<file path="config.mk">
export PLATFORM = sky130hd
export DESIGN_NAME = vga_timing_gen
export DESIGN_NICKNAME = d
export VERILOG_FILES = /design/src/rtl/vga_timing_gen.sv
export SDC_FILE = /design/constraint.sdc
export NUM_CORES = 1
export LEC_CHECK = 0
export ABC_AREA = 1
export ABC_CLOCK_PERIOD_IN_PS = 1400
export CAP_MARGIN = 5
export CORE_ASPECT_RATIO = 0.9
export CORE_MARGIN = 5
export CORE_UTILIZATION = 35
export DETAILED_ROUTE_END_ITERATION = 8
export PLACE_DENSITY = 0.61
export RECOVER_POWER = 100
export SETUP_SLACK_MARGIN = 0.1
export SLEW_MARGIN = 20
export SYNTH_ARGS = -nofsm -noshare
export SYNTH_HDL_FRONTEND = slang
export SYNTH_SLANG_ARGS = --single-unit
</file>
<file path="constraint.sdc">
create_clock -name vga_clk -period 1.4 [get_ports vga_clk]
set_input_delay 0.28 -clock vga_clk [delete_from_list [all_inputs] [get_ports vga_clk]]
set_output_delay 0.28 -clock vga_clk [all_outputs]
set_load 0.02 [all_outputs]
</file>
<file path="src/rtl/vga_timing_gen.sv">
`default_nettype none
// ============================================================================
// Module   : vga_timing_gen
// Brief    : 640x480@60 Hz raster timing. Free-running pixel/line counters
//            with hsync/vsync/blank delayed to line up with the renderers'
//            registered pixel output.
// Revision : 1.0 - initial release
// ============================================================================
module vga_timing_gen #(
    parameter int H_VISIBLE  = 640,
    parameter int H_FRONT    = 16,
    parameter int H_SYNC     = 96,
    parameter int H_BACK     = 48,
    parameter int V_VISIBLE  = 480,
    parameter int V_FRONT    = 10,
    parameter int V_SYNC     = 2,
    parameter int V_BACK     = 33,
    parameter int PIPE_DELAY = 2     // legal range 0..7
) (
    input  logic       vga_clk,
    input  logic       reset,
    output logic [9:0] DrawX,
    output logic [9:0] DrawY,
    output logic       blank,
    output logic       blank_d,
    output logic       hsync,
    output logic       vsync,
    output logic       frame_start,
    output logic       line_start,
    output logic [7:0] frame_count
);

    localparam int c_h_total = H_VISIBLE + H_FRONT + H_SYNC + H_BACK;
    localparam int c_v_total = V_VISIBLE + V_FRONT + V_SYNC + V_BACK;

    localparam logic [9:0] c_h_last       = 10'(c_h_total - 1);
    localparam logic [9:0] c_v_last       = 10'(c_v_total - 1);
    localparam logic [9:0] c_h_vis        = 10'(H_VISIBLE);
    localparam logic [9:0] c_v_vis        = 10'(V_VISIBLE);
    localparam logic [9:0] c_h_sync_start = 10'(H_VISIBLE + H_FRONT);
    localparam logic [9:0] c_h_sync_end   = 10'(H_VISIBLE + H_FRONT + H_SYNC);
    localparam logic [9:0] c_v_sync_start = 10'(V_VISIBLE + V_FRONT);
    localparam logic [9:0] c_v_sync_end   = 10'(V_VISIBLE + V_FRONT + V_SYNC);

    logic [9:0] r_hc;
    logic [9:0] r_vc;
    logic [7:0] r_frame_count;
    logic       w_blank;
    logic       w_hs_raw;
    logic       w_vs_raw;

    // Raster counters: hc every clock, vc and frame count when the line wraps
    always_ff @(posedge vga_clk or posedge reset) begin
        if (reset) begin
            r_hc          <= '0;
            r_vc          <= '0;
            r_frame_count <= '0;
        end else if (r_hc == c_h_last) begin
            r_hc <= '0;
            if (r_vc == c_v_last) begin
                r_vc          <= '0;
                r_frame_count <= r_frame_count + 8'd1;
            end else begin
                r_vc <= r_vc + 10'd1;
            end
        end else begin
            r_hc <= r_hc + 10'd1;
        end
    end

    // Undelayed position decodes (sync pulses are active-low)
    always_comb begin
        w_blank  = (r_hc < c_h_vis) && (r_vc < c_v_vis);
        w_hs_raw = !((r_hc >= c_h_sync_start) && (r_hc < c_h_sync_end));
        w_vs_raw = !((r_vc >= c_v_sync_start) && (r_vc < c_v_sync_end));
    end

    assign DrawX       = r_hc;
    assign DrawY       = r_vc;
    assign blank       = w_blank;
    assign frame_count = r_frame_count;
    assign frame_start = (r_hc == 10'd0) && (r_vc == 10'd0);
    assign line_start  = (r_hc == 10'd0);

    generate
        if (PIPE_DELAY == 0) begin : g_no_delay
            assign hsync   = w_hs_raw;
            assign vsync   = w_vs_raw;
            assign blank_d = w_blank;
        end else begin : g_delay
            logic [PIPE_DELAY-1:0] r_hs_pipe;
            logic [PIPE_DELAY-1:0] r_vs_pipe;
            logic [PIPE_DELAY-1:0] r_blank_pipe;

            // Shift register; reset loads inactive levels so no partial pulse escapes
            always_ff @(posedge vga_clk or posedge reset) begin
                if (reset) begin
                    r_hs_pipe    <= '1;
                    r_vs_pipe    <= '1;
                    r_blank_pipe <= '0;
                end else begin
                    r_hs_pipe[0]    <= w_hs_raw;
                    r_vs_pipe[0]    <= w_vs_raw;
                    r_blank_pipe[0] <= w_blank;
                    for (int i = 1; i < PIPE_DELAY; i++) begin
                        r_hs_pipe[i]    <= r_hs_pipe[i-1];
                        r_vs_pipe[i]    <= r_vs_pipe[i-1];
                        r_blank_pipe[i] <= r_blank_pipe[i-1];
                    end
                end
            end

            assign hsync   = r_hs_pipe[PIPE_DELAY-1];
            assign vsync   = r_vs_pipe[PIPE_DELAY-1];
            assign blank_d = r_blank_pipe[PIPE_DELAY-1];
        end
    endgenerate

endmodule
`default_nettype wire

</file>
---- Word-level counts from Yosys, hierarchy flattened ----
Cells that the tools add are included.
storage, ports and cells
  bits in writable memories ............... 0
  bits in latches ......................... 0
  ROM bits ................................ 0
  output and inout bits ................... 34
  register bits after elaboration ......... 34
  memories kept ........................... 0
  word-level logic and storage cells ...... 28
  input port bits ......................... 2
operators by class
  divide/modulo/power cells ............... 0
  $lt $le $gt $ge ......................... 6
  shift operators ......................... 0
  $mul .................................... 0
  reductions and logical operators ........ 9
  add/subtract/negate cells ............... 3
  bitwise logic cells ..................... 0
  mux-type cells .......................... 2
  equality and inequality tests ........... 2
operators by type and width
  kind                                                                           count
  10-bit by 1-bit adder with 10-bit output, second input constant                2
  10-bit == test, second input constant                                          2
  10-bit logical NOT                                                             2
  10-bit less-than comparator, second input constant                             2
  10-bit by 9-bit less-than comparator with 1-bit output, second input constant  2
  10-bit 2-to-1 mux                                                              2
  10-bit >= comparator, second input constant                                    1
  10-bit by 9-bit >= comparator with 1-bit output, second input constant         1
  8-bit by 1-bit adder with 8-bit output, second input constant                  1
  1-bit logical AND                                                              4
  1-bit logical NOT                                                              2
  2-bit AND reduction                                                            1

---- Longest topological paths before layout ----
Gate-level depths: netlist (run 1).
  word-level depth ........................ 3
  mapped depth ............................ 9
  mapped depth without buffers ............ 9

---- Least setup slack after synthesis (run 1) ----
No wires, ideal clock.
  path kind ............................... register to output
  start ................................... register r_vc[0] (netlist: DrawY[0])
  end ..................................... output frame_start
  data required time ...................... 1.120 ns
  cell stages (with the launch flop) ...... 5
  buffers on the path ..................... 0
  setup slack ............................. -0.436 ns
  arrival ................................. 1.556 ns
  path through ............................ dfrtp_1 > inv_1 > ha_1 > nand4_1 > nor4_1
between the ends
  cells in the longest elaborated chain, start to end .. 2
ends and longest elaborated chain
  item                    RTL line  RTL
  start, declared         46        logic [9:0] r_vc;
  start signal, assigned  64        r_vc <= r_vc + 10'd1;
  10-bit logical NOT      82        assign frame_start = (r_hc == 10'd0) && (r_vc == 10'd0);
  1-bit logical AND       82
  end, declared           28        output logic frame_start,
Every way passes these cells.

---- Final worst setup path (run 1) ----
  start ................................... register r_vc[1] (netlist: DrawY[1])
  end ..................................... output frame_start
Same word-level chain as after synthesis.

==> results.md, run 1 <==
- Post-synth cell types: 27
- Cells after Synth: 223
- Grt ovf: 0
- Root buf cell: clkbuf_8
- CP Launch Type: register
- RSZ-0062 raised after global routing: true
- GP Congestion: 0.838
- Pwr Total: 1.79 mW
- DRC: 0
- Hold bufs inserted after CTS: 0
- Yosys top cell by area: dfrtp_1
- Slew headroom: 40.4%
- Die Wd: 87.2 µm
- Most frequent cell after synthesis: nand2_1
- Wire length per cell: between 10 and 15 µm
- Slew Viols, Final: 0
- Mean post-synth cell area: 8.42 µm²
- Main synth FF type: dfrtp_1
- Async S/R FF share, synth: 100%
- CTS tree: done
- Layout fillers: approximately 430
- WL final: 5750 µm
- HP Class: reg2reg
- Vias/cell: 4.73
- Worst-path clk slew: 0.07 ns
- FF-to-FF setup slack: -0.23 ns
- Actual slew at the worst max-slew pin: 0.894 ns
- Antenna violations before repair: 0
- Worst path slowest cell: dfrtp_2
- H-tree depth: 2
- Die height: between 70 and 80 µm
- Final setup viols: 26
- Synth top area cells: dfrtp_1 (40%), nand2_1 (9.4%), inv_1 (7.0%)
- Max rail drop VDD: approximately 0.00043 V
- Crit path buffers/inverters: 2
- Critical path's top delay family: flip-flops
- Global-route wire length before repair: 9170 µm
- Synthesized cell area: 0.00188 mm²
- GR Util All Layers: 17.2%
- Max Clk Rate: 0.562 GHz
- Crit Path Category: reg2out
- Max-cap violations: 0
- Vias in the first global route: 1887
- DR pass1 iterations: 4
- Seq/Total Area, Yosys: 45.6%
- Worst-Skew Late Latency: 0.29 ns
- DRT iter0 DRCs: 96
- Number of synthesized flops with an enable pin: 0
- Num CTS Buffers: 5
- Final critical-path setup slack: -0.379 ns
- Largest net degree at the start of global routing: 35
- Yosys warnings: 0
- Routed vias: 1917
- Final period util: 127%
- Synth top area share: 40.0%
- Minimum clock period: 1.78 ns
- Initial Utilization: 36.0%
- Ant diodes: 0
- Critical-path cell list: inv_2, ha_4, nand4_1, nor4_4, buf_4
- Peak fanout along the critical path: 2
- Clock Path Buffers: 2
- Data required, critical path: roughly 1.1 ns
- Violations in the final reports: setup timing
- Clock skew: 0.00615 ns
- CP max stage delay: 0.42 ns
- Placeable Area: 0.00522 mm²
- Final nets: 344
- Lkg Pwr: 1.62 nW
- IO Pins: 36
- Layout overhead on the synthesized area: 75.4%
- Worst Path Arrival: approximately 1.5 ns
- Port bufs: 35
- Run status: finished with violations
- Post-synthesis register bit count: 34
- PwrDens: between 500 and 600 mW/mm²
- Post-DP HPWL: 3520 µm
- Fin. Hold Viols: 0
- Die footprint: 0.00693 mm²
- Syn nets: 230
- Layout cells sized above 1: between 50 and 60%
- Hold WS: 0.350 ns
- Rows: 25
- Critical Path End Type: output pin
- Clk sinks: 34
- Synth top cells by count: nand2_1 (47), inv_1 (35), dfrtp_1 (30)
- Final ANT Viol Nets: 0
- Setup TNS: -4.45 ns
-- worst paths after layout --
path                                           end                    start  cells past startpoint
max in group asynchronous                 DrawY[1]                    reset                      3
min in group asynchronous                 DrawX[3]                    reset                      3
min                        g_delay.r_blank_pipe[1]  g_delay.r_blank_pipe[0]                      0
max reg2reg                         frame_count[1]                 DrawX[1]                     10
min reg2reg                g_delay.r_blank_pipe[1]  g_delay.r_blank_pipe[0]                      0
max                                    frame_start                 DrawY[1]                      5
-- metrics by stage --
stage               utilization [%]  area (µm²)  setup WS (ns)  instances
finish                         63.1        3290         -0.379        405
global route                   63.1        3290         -0.459        405
CTS                            57.6        3010         -0.342        395
detailed placement             53.1        2770         -0.547        377
global placement               53.1        2770         -0.536        377
floorplan                         -        1940        -0.0999        223
-- logic make-up (layout without fill, tap and decap cells) --
logic type,Yosys count,in the layout,synth area share [%]
adders and majority gates,5,5,3.33
and+or+nand+nor,112,112,29.2
DFF,34,34,45.6
buffers and inverters,38,153,9.06
AOI/OAI and AO/OA,18,18,5.33
xor gates and xnor gates,16,16,7.46
-- cell type report --
| type | instances | area [µm²] | area share, % |
|---|---|---|---|
| inverter | 36 | 150 | 4.56 |
| tap | 67 | 83.8 | 2.54 |
| timing repair inverter | 3 | 48.8 | 1.48 |
| clock inverter | 1 | 5.00 | 0.152 |
| timing repair buffer | 106 | 946 | 28.7 |
| sequential | 34 | 867 | 26.3 |
| clock buffer | 7 | 86.3 | 2.62 |
| multi-input combinational | 151 | 1110 | 33.6 |
-- timing repair --
item	in CTS	in global routing
buffers inserted	9	12
endpoints found under the setup margin	58	54
pin swaps	10	16
gates resized for setup	174	85
gates cloned	2	1
-- routing by layer --
metal / vias up / share of wire (%) / global-route usage (%)
met1: 926 / 43 / 22.1
met3: 7 / 5.3 / 4.54
met2: 46 / 50 / 27.7
met4: 0 / 1.7 / 6.44
met5: - / 0 / 0
li1: 938 / - / -
-- flip-flops by register name, summed over array words and instances, names as in the netlist --
signal	count
DrawX	10
DrawY	10
frame_count	8
g_delay.r_blank_pipe	2
g_delay.r_hs_pipe	2
g_delay.r_vs_pipe	2
-- layout by cell type, fill, tap and decap left out, types with 2 or more instances in the layout --
cell type         n
xor2_1           14
buf_2             2
nand2_2          13
ha_1              2
ha_4              3
nand3_1           6
nor3_2            2
o21ai_2           6
nand3_4           2
nor2_2            7
buf_4            50
dfrtp_2           9
dfrtp_1          21
buf_6            36
buf_12            3
nand2_4           5
clkbuf_8          6
o21ai_1           9
nor3_1            5
dfstp_2           4
nor2_1           11
nor2_4            7
nor4_4            2
clkinv_8          3
xnor2_1           2
nand3_2           8
inv_2             7
clkbuf_2          2
nand2_1          35
clkdlybuf4s15_1   3
nand4_1           6
inv_1            27
clkbuf_1          8
a21oi_1           2
-- power by group --
part           internal [mW]  switching [mW]  leakage [nW]  total (mW)
sequential             0.982               0         0.424       0.982
clock                  0.398           0.386        0.0482       0.784
combinational        0.00293          0.0200          1.15      0.0230
Power figures use the tool's default switching activity.
==> run 2, diff against run 1 <==
- CTS_CLUSTER_SIZE: default -> 30
==> results of run 2 <==
The final DEF is identical to that of run 1; final timing and power are the same.
==> run 3, diff against run 2 <==
- ABC_AREA: 1 -> default
- MAX_ROUTING_LAYER: default -> met4
- PLACE_DENSITY: 0.61 -> 0.62
==> run 3 against run 2 <==
  * Power shrank 5.6%
  * Register-to-register slack lost 0.26 ns
  * First-iteration DRC count shrank 56%
  * Maximum frequency is 14% lower
  * The flow still finishes with violations (setup timing)
  * Wire length decreased by 17%
  * Critical path depth decreased by 1
  * Global-route usage is essentially flat
  * Combinational power rose by 4%
  * Core utilization increased by 0.13 points
  * Highest routed layer unchanged
  * Critical path type unchanged
==> results.md, run 3 <==
- Hold path depth: 0
- Max Clk Rate: between 0.4 and 0.5 GHz
- IO Pins: 36
- Synth top cells by count: dfrtp_1 (30), xor2_1 (13), nand3_1 (10)
- DR pass1 iterations: 4
- Post-DP HPWL: 3450 µm
- Synth top area cells: dfrtp_1 (45%), xor2_1 (6.9%), dfstp_2 (6.3%)
- Pwr Total: 1.69 mW
- Largest net degree at the start of global routing: 11
- Lkg Pwr: 1.43 nW
- Slew Viols, Final: 0
- GR Util All Layers: 17.3%
- Actual slew at the worst max-slew pin: 0.554 ns
- Clock skew: just under 0.008 ns
- Worst-path clk slew: 0.07 ns
- Seq/Total Area, Yosys: 51.5%
- WL final: between 4000 and 5000 µm
- Critical-path cell list: or4_4, nor4_4, and4b_2, buf_6
- Port bufs: 35
- Grt ovf: 0
- Run status: finished with violations
- Max rail drop VDD: 0.000610 V
- Hold Path Origin: g_delay.r_vs_pipe[0]
- Commonest non-fill, non-tap cell in the layout: buf_4
- PwrDens: 591 mW/mm²
- Cells after Synth: 148
- Clk sinks: 34
- Final period util: 148%
- FF-to-FF setup slack: -0.49 ns
- Layout cells sized above 1: 51.8%
- Die footprint: just over 0.006 mm²
- Slew headroom: around 63%
- CP Launch Type: register
- Yosys top cell by area: dfrtp_1
- Highest-count cells in the layout ignoring fill and taps: buf_4 (40), buf_6 (22), dfrtp_1 (21)
- Reg area: roughly 870 µm²
- Final critical-path setup slack: -0.670 ns
- Layout overhead on the synthesized area: 71.8%
- Reg2reg start: DrawX[6]
- Die height: between 70 and 80 µm
- Main synth FF type: dfrtp_1
- Peak fanout along the critical path: 2
- Most frequent cell after synthesis: dfrtp_1
- Num CTS Buffers: 5
- Yosys warnings: 0
- Number of synthesized flops with an enable pin: 0
- Crit path buffers/inverters: 1
- Wire length per cell: 15.1 µm
- Rows: 23
- Syn nets: 155
- Non-filler instance count after layout: approximately 320
- Worst Path Arrival: 1.79 ns
- Placed insts: about 290
- Hold Path End: g_delay.r_vs_pipe[1]
- Global-route wire length before repair: 7850 µm
- R2r endpoint: DrawY[4]
- Worst path slowest cell: or4_4
- DRT iter0 DRCs: 42
- Max-cap violations: 0
- Placeable Area: approximately 0.0045 mm²
- Async S/R FF share, synth: 100%
- H-tree depth: 2
- CP max stage delay: around 0.55 ns
- HP Class: reg2reg
- Violations in the final reports: setup timing
- Data required, critical path: 1.12 ns
- Synth top area share: 45.2%
- Layout fillers: roughly 380
- Critical path's top delay family: simple AND/OR/NAND/NOR gates
- RSZ-0062 raised after global routing: true
- GP Congestion: between 0.8 and 0.9
- Initial Utilization: a little under two fifths
- Placement Cell Area: 0.00261 mm²
- Mean post-synth cell area: between 10 and 15 µm²
- Final nets: 259
- Synthesized cell area: 0.00166 mm²
- Critical Path End Type: output pin
- Die Wd: 82.6 µm
- Crit Path Category: reg2out
- Minimum clock period: 2.07 ns
- Finished Cell Area: between 0.002 and 0.003 mm²
- Vias/cell: 5.00
- Fin. Hold Viols: 0
- CTS tree: done
- Root buf cell: clkbuf_8
- Post-synthesis register bit count: 34
- Area of the multi-input gates: 973 µm²
- Worst-Skew Late Latency: 0.28 ns
- Pre-CTS WS: -0.850 ns
- Hold bufs inserted after CTS: 0
- Final ANT Viol Nets: 0
- Reg2Reg Depth: 7
- Setup TNS: -9.70 ns
- Routed vias: approximately 1600
- Ant diodes: 0
- DRC: 0
- Antenna violations before repair: 0
- Vias in the first global route: 1652
- Final setup viols: 30
- Post-synth cell types: 31
- Clock Path Buffers: 2
==> run 3: cell types whose count changed in the layout (fill, tap and decap cells not counted), moves of 7 or more <==
cell      previous run  this run
inv_1               27         7
nor2_2               7         0
clkbuf_1             8        18
nand2_1             35         8
buf_6               36        22
inv_2                7         0
buf_4               50        40
nand2_2             13         0
==> run 3: cell families after synthesis <==
kind of cell               after synthesis  synth area share (%)
AOI/OAI and AO/OA                       11                  4.14
xor gates and xnor gates                19                  10.0
adders and majority gates                5                  3.77
buffers and inverters                   11                  2.86
DFF                                     34                  51.5
muxes                                    2                  1.36
and+or+nand+nor                         66                  26.4
==> run 3: timing repair <==
| action | CTS | global route |
|---|---|---|
| endpoints found under the setup margin | 59 | 49 |
| pin swaps | 20 | 13 |
| gates resized for setup | 160 | 35 |
| buffers inserted | 11 | 8 |
| cloned | 1 | 0 |
==> run 3: metal layers <==
layer / global-route usage (%) / part of all wire [%]
met5: - / 0
met4: 5.81 / 1.8
met3: 4.26 / 4.3
met2: 27.6 / 51
met1: 21.6 / 43
==> run 3: area by class of cell <==
| cell class | instances | area share, % |
|---|---|---|
| multi-input combinational | 103 | 34.1 |
| sequential | 34 | 30.4 |
| timing repair buffer | 101 | 29.1 |
| clock buffer | 8 | 2.80 |
| tap | 62 | 2.72 |
| inverter | 7 | 0.920 |
==> run 3: worst max-delay path by stage <==
stage / cells past startpoint / from / slack, ns / endpoint
floorplan: 3 / DrawX[7] / -0.55 / frame_start
global placement: 4 / DrawX[8] / -0.80 / frame_start
detailed placement: 4 / DrawX[8] / -0.85 / frame_start
CTS: 4 / DrawX[8] / -0.69 / frame_start
global route: 4 / DrawX[8] / -0.72 / frame_start
finish: 4 / DrawX[8] / -0.67 / frame_start
==> run 3: power breakdown <==
group	internal, mW	switching [mW]	leakage (nW)
combinational	0.00375	0.0201	0.970
sequential	0.983	0	0.424
clock	0.353	0.329	0.0395
total	1.34	0.349	1.43
==> run 3: metrics by stage <==
step / hold slack [ns] / utilization, %
after floorplan: 0.331 / -
after global placement: 0.343 / 57.8
after detailed placement: 0.351 / 57.8
after CTS: 0.264 / 62.7
after global routing: 0.362 / 63.2
final: 0.358 / 63.2
